[src/rtl/hilo_muldiv_if.sv]
// EX-stage request/result bundle between the pipeline (master) and the HI/LO
// multiply/divide unit (slave). state_dbg exposes the unit's FSM state.
interface hilo_muldiv_if;
  logic        req_valid;
  logic        is_mult;
  logic        is_multu;
  logic        is_div;
  logic        is_divu;
  logic        hi_wen;
  logic        lo_wen;
  logic [31:0] a;
  logic [31:0] b;
  logic        flush;
  logic [31:0] hi;
  logic [31:0] lo;
  logic        busy;
  logic        done;
  logic [1:0]  state_dbg;

  // Handshake: a request is taken on any rising edge where req_valid=1,
  // busy=0 and flush=0; while busy=1 the master holds its request and inputs
  // stable, and the request is taken on the first edge that sees busy=0.
  modport master (
    output req_valid, is_mult, is_multu, is_div, is_divu, hi_wen, lo_wen,
    output a, b, flush,
    input  hi, lo, busy, done, state_dbg
  );

  modport slave (
    input  req_valid, is_mult, is_multu, is_div, is_divu, hi_wen, lo_wen,
    input  a, b, flush,
    output hi, lo, busy, done, state_dbg
  );
endinterface

[src/rtl/hilo_muldiv.sv]
// HI/LO multiply/divide unit: fixed-latency 32x32 multiply, radix-2 restoring
// divide, mthi/mtlo, with a registered busy that stalls EX until results land.
module hilo_muldiv #(
  parameter int MUL_LAT = 2
) (
  input  logic          clk,
  input  logic          resetn,
  hilo_muldiv_if.slave  bus
);

  localparam logic [1:0] S_IDLE = 2'd0;
  localparam logic [1:0] S_MUL  = 2'd1;
  localparam logic [1:0] S_DIV  = 2'd2;
  localparam logic [1:0] S_FIX  = 2'd3;

  localparam logic [4:0] LAT = MUL_LAT[4:0];

  logic [1:0]  state_q, state_d;
  logic [4:0]  cnt_q, cnt_d;
  logic [31:0] hi_q, hi_d;
  logic [31:0] lo_q, lo_d;
  logic        busy_q, busy_d;
  logic        done_q, done_d;
  logic [32:0] op_a_q, op_a_d;
  logic [32:0] op_b_q, op_b_d;
  logic [31:0] rem_q, rem_d;
  logic [31:0] quo_q, quo_d;
  logic [31:0] dvs_q, dvs_d;
  logic        q_neg_q, q_neg_d;
  logic        r_neg_q, r_neg_d;
  logic        dz_q, dz_d;

  logic        accept;
  logic        sgn;
  logic [63:0] a64, b64, product;
  logic [32:0] rem_sh;
  logic [31:0] trial;
  logic        fits;

  assign accept = bus.req_valid & ~busy_q & ~bus.flush;

  // Low 64 bits of a sign/zero-extended product equal the two's complement result.
  assign a64     = {{31{op_a_q[32]}}, op_a_q};
  assign b64     = {{31{op_b_q[32]}}, op_b_q};
  assign product = a64 * b64;

  assign rem_sh = {rem_q, quo_q[31]};
  assign trial  = rem_sh[31:0] - dvs_q;
  assign fits   = rem_sh >= {1'b0, dvs_q};

  always_comb begin
    state_d = state_q;
    cnt_d   = cnt_q;
    hi_d    = hi_q;
    lo_d    = lo_q;
    busy_d  = busy_q;
    done_d  = 1'b0;
    op_a_d  = op_a_q;
    op_b_d  = op_b_q;
    rem_d   = rem_q;
    quo_d   = quo_q;
    dvs_d   = dvs_q;
    q_neg_d = q_neg_q;
    r_neg_d = r_neg_q;
    dz_d    = dz_q;
    sgn     = 1'b0;

    if (bus.flush) begin
      state_d = S_IDLE;
      cnt_d   = 5'd0;
      busy_d  = 1'b0;
    end else begin
      case (state_q)
        S_MUL: begin
          if (cnt_q == LAT) begin
            {hi_d, lo_d} = product;
            state_d      = S_IDLE;
            cnt_d        = 5'd0;
            busy_d       = 1'b0;
            done_d       = 1'b1;
          end else begin
            cnt_d  = cnt_q + 5'd1;
            busy_d = (cnt_q + 5'd1) < LAT;
          end
        end
        S_DIV: begin
          rem_d = fits ? trial : rem_sh[31:0];
          quo_d = {quo_q[30:0], fits};
          cnt_d = cnt_q + 5'd1;
          if (cnt_q == 5'd31) begin
            state_d = S_FIX;
            cnt_d   = 5'd0;
          end
        end
        S_FIX: begin
          if (dz_q) begin
            lo_d = 32'hFFFF_FFFF;
            hi_d = op_a_q[31:0];
          end else begin
            lo_d = q_neg_q ? (32'd0 - quo_q) : quo_q;
            hi_d = r_neg_q ? (32'd0 - rem_q) : rem_q;
          end
          state_d = S_IDLE;
          busy_d  = 1'b0;
          done_d  = 1'b1;
        end
        default: ;
      endcase

      // A new request may land on the same edge a multiply retires (busy is
      // already low then); the younger instruction's writes take precedence.
      if (accept) begin
        if (bus.is_div || bus.is_divu) begin
          sgn     = bus.is_div;
          op_a_d  = {1'b0, bus.a};
          op_b_d  = {1'b0, bus.b};
          dz_d    = (bus.b == 32'd0);
          q_neg_d = sgn & (bus.a[31] ^ bus.b[31]);
          r_neg_d = sgn & bus.a[31];
          quo_d   = (sgn & bus.a[31]) ? (32'd0 - bus.a) : bus.a;
          dvs_d   = (sgn & bus.b[31]) ? (32'd0 - bus.b) : bus.b;
          rem_d   = 32'd0;
          cnt_d   = 5'd0;
          state_d = S_DIV;
          busy_d  = 1'b1;
        end else if (bus.is_mult || bus.is_multu) begin
          sgn     = bus.is_mult;
          op_a_d  = {sgn & bus.a[31], bus.a};
          op_b_d  = {sgn & bus.b[31], bus.b};
          cnt_d   = 5'd1;
          state_d = S_MUL;
          busy_d  = LAT > 5'd1;
        end else if (bus.hi_wen) begin
          hi_d = bus.a;
        end else if (bus.lo_wen) begin
          lo_d = bus.a;
        end
      end
    end
  end

  always_ff @(posedge clk or negedge resetn) begin
    if (!resetn) begin
      state_q <= S_IDLE;
      cnt_q   <= 5'd0;
      hi_q    <= 32'd0;
      lo_q    <= 32'd0;
      busy_q  <= 1'b0;
      done_q  <= 1'b0;
      op_a_q  <= 33'd0;
      op_b_q  <= 33'd0;
      rem_q   <= 32'd0;
      quo_q   <= 32'd0;
      dvs_q   <= 32'd0;
      q_neg_q <= 1'b0;
      r_neg_q <= 1'b0;
      dz_q    <= 1'b0;
    end else begin
      state_q <= state_d;
      cnt_q   <= cnt_d;
      hi_q    <= hi_d;
      lo_q    <= lo_d;
      busy_q  <= busy_d;
      done_q  <= done_d;
      op_a_q  <= op_a_d;
      op_b_q  <= op_b_d;
      rem_q   <= rem_d;
      quo_q   <= quo_d;
      dvs_q   <= dvs_d;
      q_neg_q <= q_neg_d;
      r_neg_q <= r_neg_d;
      dz_q    <= dz_d;
    end
  end

  assign bus.hi        = hi_q;
  assign bus.lo        = lo_q;
  assign bus.busy      = busy_q;
  assign bus.done      = done_q;
  assign bus.state_dbg = state_q;

endmodule

[src/flat_wrapper.sv]
// flat-port wrapper written by rule: the top's interface ports become plain ports
module hilo_muldiv_flat 
#(
  parameter int MUL_LAT = 2
)
  (clk, resetn, bus_req_valid, bus_is_mult, bus_is_multu, bus_is_div, bus_is_divu, bus_hi_wen, bus_lo_wen, bus_a, bus_b, bus_flush, bus_hi, bus_lo, bus_busy, bus_done, bus_state_dbg);
  hilo_muldiv_if bus_i ();
  input  logic clk;
  input  logic resetn;
  input wire logic [$bits(bus_i.req_valid)-1:0] bus_req_valid;
  input wire logic [$bits(bus_i.is_mult)-1:0] bus_is_mult;
  input wire logic [$bits(bus_i.is_multu)-1:0] bus_is_multu;
  input wire logic [$bits(bus_i.is_div)-1:0] bus_is_div;
  input wire logic [$bits(bus_i.is_divu)-1:0] bus_is_divu;
  input wire logic [$bits(bus_i.hi_wen)-1:0] bus_hi_wen;
  input wire logic [$bits(bus_i.lo_wen)-1:0] bus_lo_wen;
  input wire logic [$bits(bus_i.a)-1:0] bus_a;
  input wire logic [$bits(bus_i.b)-1:0] bus_b;
  input wire logic [$bits(bus_i.flush)-1:0] bus_flush;
  output wire logic [$bits(bus_i.hi)-1:0] bus_hi;
  output wire logic [$bits(bus_i.lo)-1:0] bus_lo;
  output wire logic [$bits(bus_i.busy)-1:0] bus_busy;
  output wire logic [$bits(bus_i.done)-1:0] bus_done;
  output wire logic [$bits(bus_i.state_dbg)-1:0] bus_state_dbg;
  assign bus_i.req_valid = bus_req_valid;
  assign bus_i.is_mult = bus_is_mult;
  assign bus_i.is_multu = bus_is_multu;
  assign bus_i.is_div = bus_is_div;
  assign bus_i.is_divu = bus_is_divu;
  assign bus_i.hi_wen = bus_hi_wen;
  assign bus_i.lo_wen = bus_lo_wen;
  assign bus_i.a = bus_a;
  assign bus_i.b = bus_b;
  assign bus_i.flush = bus_flush;
  assign bus_hi = bus_i.hi;
  assign bus_lo = bus_i.lo;
  assign bus_busy = bus_i.busy;
  assign bus_done = bus_i.done;
  assign bus_state_dbg = bus_i.state_dbg;
  hilo_muldiv #(.MUL_LAT(MUL_LAT)) u_core (.clk(clk), .resetn(resetn), .bus(bus_i));
endmodule
[config.mk]
export PLATFORM = sky130hd
export DESIGN_NAME = hilo_muldiv_flat
export DESIGN_NICKNAME = d
export VERILOG_FILES = /design/src/rtl/hilo_muldiv_if.sv /design/src/rtl/hilo_muldiv.sv /design/src/flat_wrapper.sv
export SDC_FILE = /design/constraint.sdc
export NUM_CORES = 2
export LEC_CHECK = 0
export ABC_AREA = 0
export BUFFER_PORTS_ARGS = -buffer_cell sky130_fd_sc_hd__buf_2
export CORE_MARGIN = 8
export CORE_UTILIZATION = 35
export CTS_BUF_LIST = sky130_fd_sc_hd__clkbuf_2
export DETAILED_ROUTE_END_ITERATION = 7
export HOLD_SLACK_MARGIN = 0.06
export PLACE_DENSITY = 0.57
export REMOVE_ABC_BUFFERS = 1
export SLEW_MARGIN = 10
export SYNTH_ARGS = -nofsm -noshare
export SYNTH_HDL_FRONTEND = slang
export SYNTH_SLANG_ARGS = --single-unit
[constraint.sdc]
create_clock -name clk -period 20.7 [get_ports clk]
set_input_delay 4.14 -clock clk [delete_from_list [all_inputs] [get_ports clk]]
set_output_delay 4.14 -clock clk [all_outputs]
set_load 0.01 [all_outputs]
### Yosys cells after proc, flatten, opt, wreduce, memory -nomap -nowiden

Index checks and enable logic that the tools add are counted.

* $add $sub $neg: 6
* $mul: 1
* $lt $le $gt $ge: 2
* equality and inequality tests: 5
* muxes and demuxes: 53
* bitwise gates (word level): 10
* reduce and logical (&&, ||, !) cells: 6

Operator list (count)
* 32-bit 2-to-1 mux: 24
* 33-bit 2-to-1 mux: 4
* 32-bit case mux with 2 select lines: 2
* 1-bit by 32-bit subtractor with 32-bit output (first input constant): 4
* 33-bit by 33-bit multiplier with 64-bit output: 1
* 33-bit by 32-bit greater-or-equal comparator with 1-bit output: 1
* 32-bit zero test: 1
* 32-bit subtractor: 1
* 5-bit 2-to-1 mux: 6
* 2-bit 2-to-1 mux: 6
* 5-bit case mux with 2 select lines: 1
* 1-bit AND: 7
* 1-bit 2-to-1 mux: 7
* 2-bit case mux with 3 select lines: 1
* 3-bit AND reduction: 2
* 5-bit by 1-bit adder with 5-bit output (second input constant): 1
* 5-bit by 2-bit == test with 1-bit output (second input constant): 1
* 5-bit == test (second input constant): 1
* 5-bit by 2-bit < comparator with 1-bit output (second input constant): 1
* 2-bit == test (second input constant): 2
* 1-bit case mux with 2 select lines: 2
* 2-bit by 1-bit == test with 1-bit output (second input constant): 1
* 1-bit logical OR: 2
* 1-bit inverter: 2
* 2 further kinds: 2

* register bits: 238
* bits of input ports: 74

### Depth between registers and ports, before layout

* word-level depth: 9
* depth in mapped cells: 30
* gate-level depth less buffers: 28

### Worst setup path before layout

Ideal clock, no wire load.

* path kind: register to register
* start: register u_core.op_b_q[3]
* end: register u_core.hi_q[30] (netlist: u_core.bus.hi[30])
* arrival time: 7.770 ns
* required time: 20.613 ns
* path slack: 12.844 ns
* stages on the path, launching flop included: 27
* path buffers: 2
* path through: dfrtp_1 > clkbuf_1 > clkbuf_1 > nand2_1 > inv_1 > fa_1 > fa_1 > fa_1 > fa_1 > inv_1 > fa_1 > inv_1 > fa_1 > fa_1 > inv_1 > fa_1 > inv_1 > ha_1 > and3_1 > nand3_1 > nor2_1 > a2111oi_0 > o221ai_1 > nor4_1 > o31ai_1 > or3_1 > o211ai_1

* cells in the longest elaborated chain, start to end: 7

RTL lines
* start, declared: line hilo_muldiv.sv:25 `logic [32:0] op_b_q, op_b_d;`
* start signal, assigned: line hilo_muldiv.sv:166 `op_b_q <= op_b_d;`
* 33-bit by 33-bit multiplier with 64-bit output (*): line hilo_muldiv.sv:45 `assign product = a64 * b64;`
* 32-bit 2-to-1 mux (*): line hilo_muldiv.sv:75 `if (cnt_q == LAT) begin`
* 32-bit case mux with 2 select lines (*): line hilo_muldiv.sv:73 `case (state_q)`
* 32-bit 2-to-1 mux: line hilo_muldiv.sv:133 `end else if (bus.hi_wen) begin`
* 32-bit 2-to-1 mux: line hilo_muldiv.sv:126 `end else if (bus.is_mult || bus.is_multu) begin`
* 32-bit 2-to-1 mux: line hilo_muldiv.sv:113 `if (bus.is_div || bus.is_divu) begin`
* 32-bit 2-to-1 mux (*): line hilo_muldiv.sv:112 `if (accept) begin`
* end signal, assigned: line hilo_muldiv.sv:161 `hi_q <= hi_d;`
* end, declared: line hilo_muldiv.sv:20 `logic [31:0] hi_q, hi_d;`

Mark *: on every way between the ends. The rest lies on a longest branch, timed or not.
A chain may end at the register's enable or synchronous reset.

### Final worst setup path

* start: register u_core.op_b_q[0]
* end: register u_core.hi_q[30] (netlist: u_core.bus.hi[30])

The elaborated chain is that of the path after synthesis.

==> qor.csv <==
stage,metric,value,unit
cells_and_area,drive_above_1_share,7.240,%
route,drtPass1Iterations,6,
worst_setup_path,slowest_stage,dfrtp_1,
timing,clock.fmax,106.0,MHz
clocking,insertion_delay,1030,ps
timing,fin_tns_setup,0,ps
outcome,status,"finished, final reports clean",
grt,first_global_vias,44520,
synthesis,seq_area_frac_synth,11.10,%
worst_setup_path,cp-start-kind,flop,
worst_setup_path,rrSetupSlack,11270,ps
cells_and_area,fin_util,37.38,%
placed_design,dp_hpwl,130900,µm
worst_setup_path,slowest_delay,1030,ps
floorplan,io_pins,142,
clocking,ctsResizeCount,0,
clocking,cts_tree,done,
route,drc_errors,0,
route,drt_iter0_markers,2955,
clocking,clockBufferDepth,3,
clocking,cts_max_level,3,
floorplan,fp.dieW,407.6,µm
worst_setup_path,cpLargestDelayFamily,adder cells,
synthesis,synth_enable_flop_cells,0,
timing,fin_skew,152.5,ps
grt,grt_overflow,0,
synthesis,synth_area,0.05367,mm²
timing,slew_headroom,21.61,%
clocking,numCtsBuffers,69,
clocking,cts_setup_buffers,0,
timing,final_hold_viol_count,0,
worst_setup_path,cp_cell_sequence,"nand2_1, inv_1, fa_1, fa_1, fa_1, fa_1, inv_1, fa_1, inv_1, fa_1, fa_1, inv_1, fa_1, inv_1, ha_1, and3_1, nand3_1, nor2_1, a2111oi_0, o221ai_1, nor4_1, o31ai_1, or3_1, o211ai_1",
cells_and_area,area_growth,5.941,%
synthesis,ys_seq_elements,238,
floorplan,rows,143,
placed_design,pre_cts_ws,11330,ps
clocking,holdBufCountCts,0,
route,wl_per_cell,20.43,µm
worst_setup_path,critical_path.max_fanout,34,
placed_design,io_buffer_count,141,
timing,setup_violations,0,
route,totalWireLength,163900,µm
route,antenna_left,0,
synthesis,synthCells,6000,
floorplan,die_y,407.6,µm
synthesis,async_reset_ff_share,100.0,%
synthesis,synth_cell_type_count,77,
timing,rsz0062_at_grt,no,
clocking,clkTransAtPathRegs,110,ps
worst_setup_path,crit_required,21560,ps
timing,slew_violations,0,
floorplan,die_area,0.1661,mm²
placed_design,routabilityCongestion,0.9364,
timing,tightest_slew,1176,ps
clocking,cts_sinks,238,
floorplan,start_util,35.29,%
timing,fin_crit_sh,45.56,%
synthesis,avgSynthCellArea,8.944,µm²
route,vias,41540,
synthesis,synthFlopType,dfrtp_1,
timing,holdWs,476.4,ps
worst_setup_path,critical_path_arrival,10290,ps
grt,grt_use_total,19.82,%
grt,grt_first_pass_wirelength,262900,µm
job,drv_cap,0,
cells_and_area,nets,7388,
worst_setup_path,crit_path_frequent_cell,fa_1,
synthesis,synth-warning-count,0,
hold_path,min_path_type,flop to flop,
route,via_per_inst,5.181,
cells_and_area,fillers,15670,
grt,antenna_found_initial,20,
grt,grt_max_degree,110,
worst_setup_path,crit_buf_inv,5,
worst_setup_path,end_kind,flop,
worst_setup_path,worst-setup-path-type,flop to flop,
timing,setup_ws,11270,ps
timing,period_minus_slack,9431,ps
floorplan,core-area,0.1521,mm²
clocking,root_buffer,clkbuf_2,
## placed cells by master (no fill, tap or decap), types with 47 or more instances in the layout
| cell type | count |
|---|---|
| inv_1 | 1193 |
| clkbuf_2 | 99 |
| o22ai_1 | 49 |
| a21o_1 | 47 |
| and2_1 | 541 |
| fa_1 | 1126 |
| xor2_1 | 88 |
| xnor2_1 | 130 |
| nand2_1 | 765 |
| nor2_1 | 184 |
| buf_2 | 139 |
| dfrtp_1 | 223 |
| a21oi_1 | 189 |
| ha_1 | 254 |
| mux2_2 | 64 |
| o21ai_0 | 269 |
| buf_4 | 81 |
## path summary, 6_finish.rpt
| path | start | endpoint | cells after the start |
|---|---|---|---|
| max in group asynchronous | resetn | u_core.op_a_q[10] | 3 |
| worst max-delay path | u_core.op_b_q[0] | u_core.bus.hi[30] | 24 |
| worst max register to register | u_core.op_b_q[0] | u_core.bus.hi[30] | 24 |
| min in group asynchronous | resetn | u_core.bus.lo[7] | 1 |
| worst min-delay path | u_core.q_neg_q | u_core.q_neg_q | 2 |
| worst min register to register | u_core.q_neg_q | u_core.q_neg_q | 2 |
## cell families (layout without fill, tap and decap cells)
| group | Yosys count | in the layout | share of synthesized area (%) |
|---|---|---|---|
| AO/OA/AOI/OAI | 807 | 807 | 9.303 |
| XOR/XNOR | 218 | 218 | 3.558 |
| adder cells (fa/ha/maj) | 1381 | 1381 | 47.95 |
| buffers and inverters | 1553 | 1534 | 10.87 |
| flip-flops | 238 | 238 | 11.10 |
| multiplexers | 76 | 76 | 1.567 |
| other | 0 | 8 | 0 |
| AND/OR/NAND/NOR | 1727 | 1727 | 15.66 |
## tightest hold or removal path: stages (launching register included)
cell	delay, ps
dfrtp_1	350
nand2_1	50
nand2_1	50
## Yosys cell counts (49+ instances only)
library cell | n | area, µm²
a21oi_1 | 189 | 945.9
and2_1 | 542 | 3391
clkbuf_1 | 346 | 1299
dfrtp_1 | 238 | 5956
fa_1 | 1126 | 22540
ha_1 | 255 | 3191
inv_1 | 1193 | 4478
mux2_2 | 64 | 720.7
nand2_1 | 766 | 2875
nor2_1 | 185 | 694.4
o21ai_0 | 270 | 1351
o22ai_1 | 49 | 306.5
xnor2_1 | 130 | 1139
xor2_1 | 88 | 770.7
## per-layer routing
metal / vias up / wire length (µm) / track usage (%)
met1: 21550 / 71410 / 27.69
li1: 18230 / - / -
met4: 10 / 4560 / 4.774
met5: - / 50 / 0
met2: 1485 / 75460 / 32.17
met3: 265 / 12380 / 3.354
## metrics by stage
step,cell area [µm²],std cells
CTS,56830,8011
global placement,56220,7892
detailed placement,56220,7892
floorplan,52320,5641
finish,56850,8019
global route,56840,8015
## registers in the layout (all words and copies together) (netlist names)
signal / cells
u_core.dvs_q: 32
u_core.op_a_q: 33
u_core.bus.done: 1
u_core.bus.lo: 32
u_core.r_neg_q: 1
u_core.op_b_q: 33
u_core.bus.state_dbg: 2
u_core.q_neg_q: 1
u_core.quo_q: 32
u_core.bus.hi: 32
u_core.rem_q: 32
u_core.cnt_q: 5
u_core.bus.busy: 1
u_core.dz_q: 1
## cell type report
cell class	count	area, µm²	share of cell area, %
Antenna cell	8	20.02	0.03521
Clock buffer	99	495.5	0.8715
Clock inverter	20	115.1	0.2025
Inverter	1194	4482	7.883
Multi-Input combinational cell	4209	41910	73.71
Sequential cell	238	5974	10.51
Tap cell	2030	2540	4.468
Timing Repair Buffer	221	1319	2.320
Power is not shown: default switching activity piles up to over one toggle a cycle in this logic, so the estimate is an artifact.
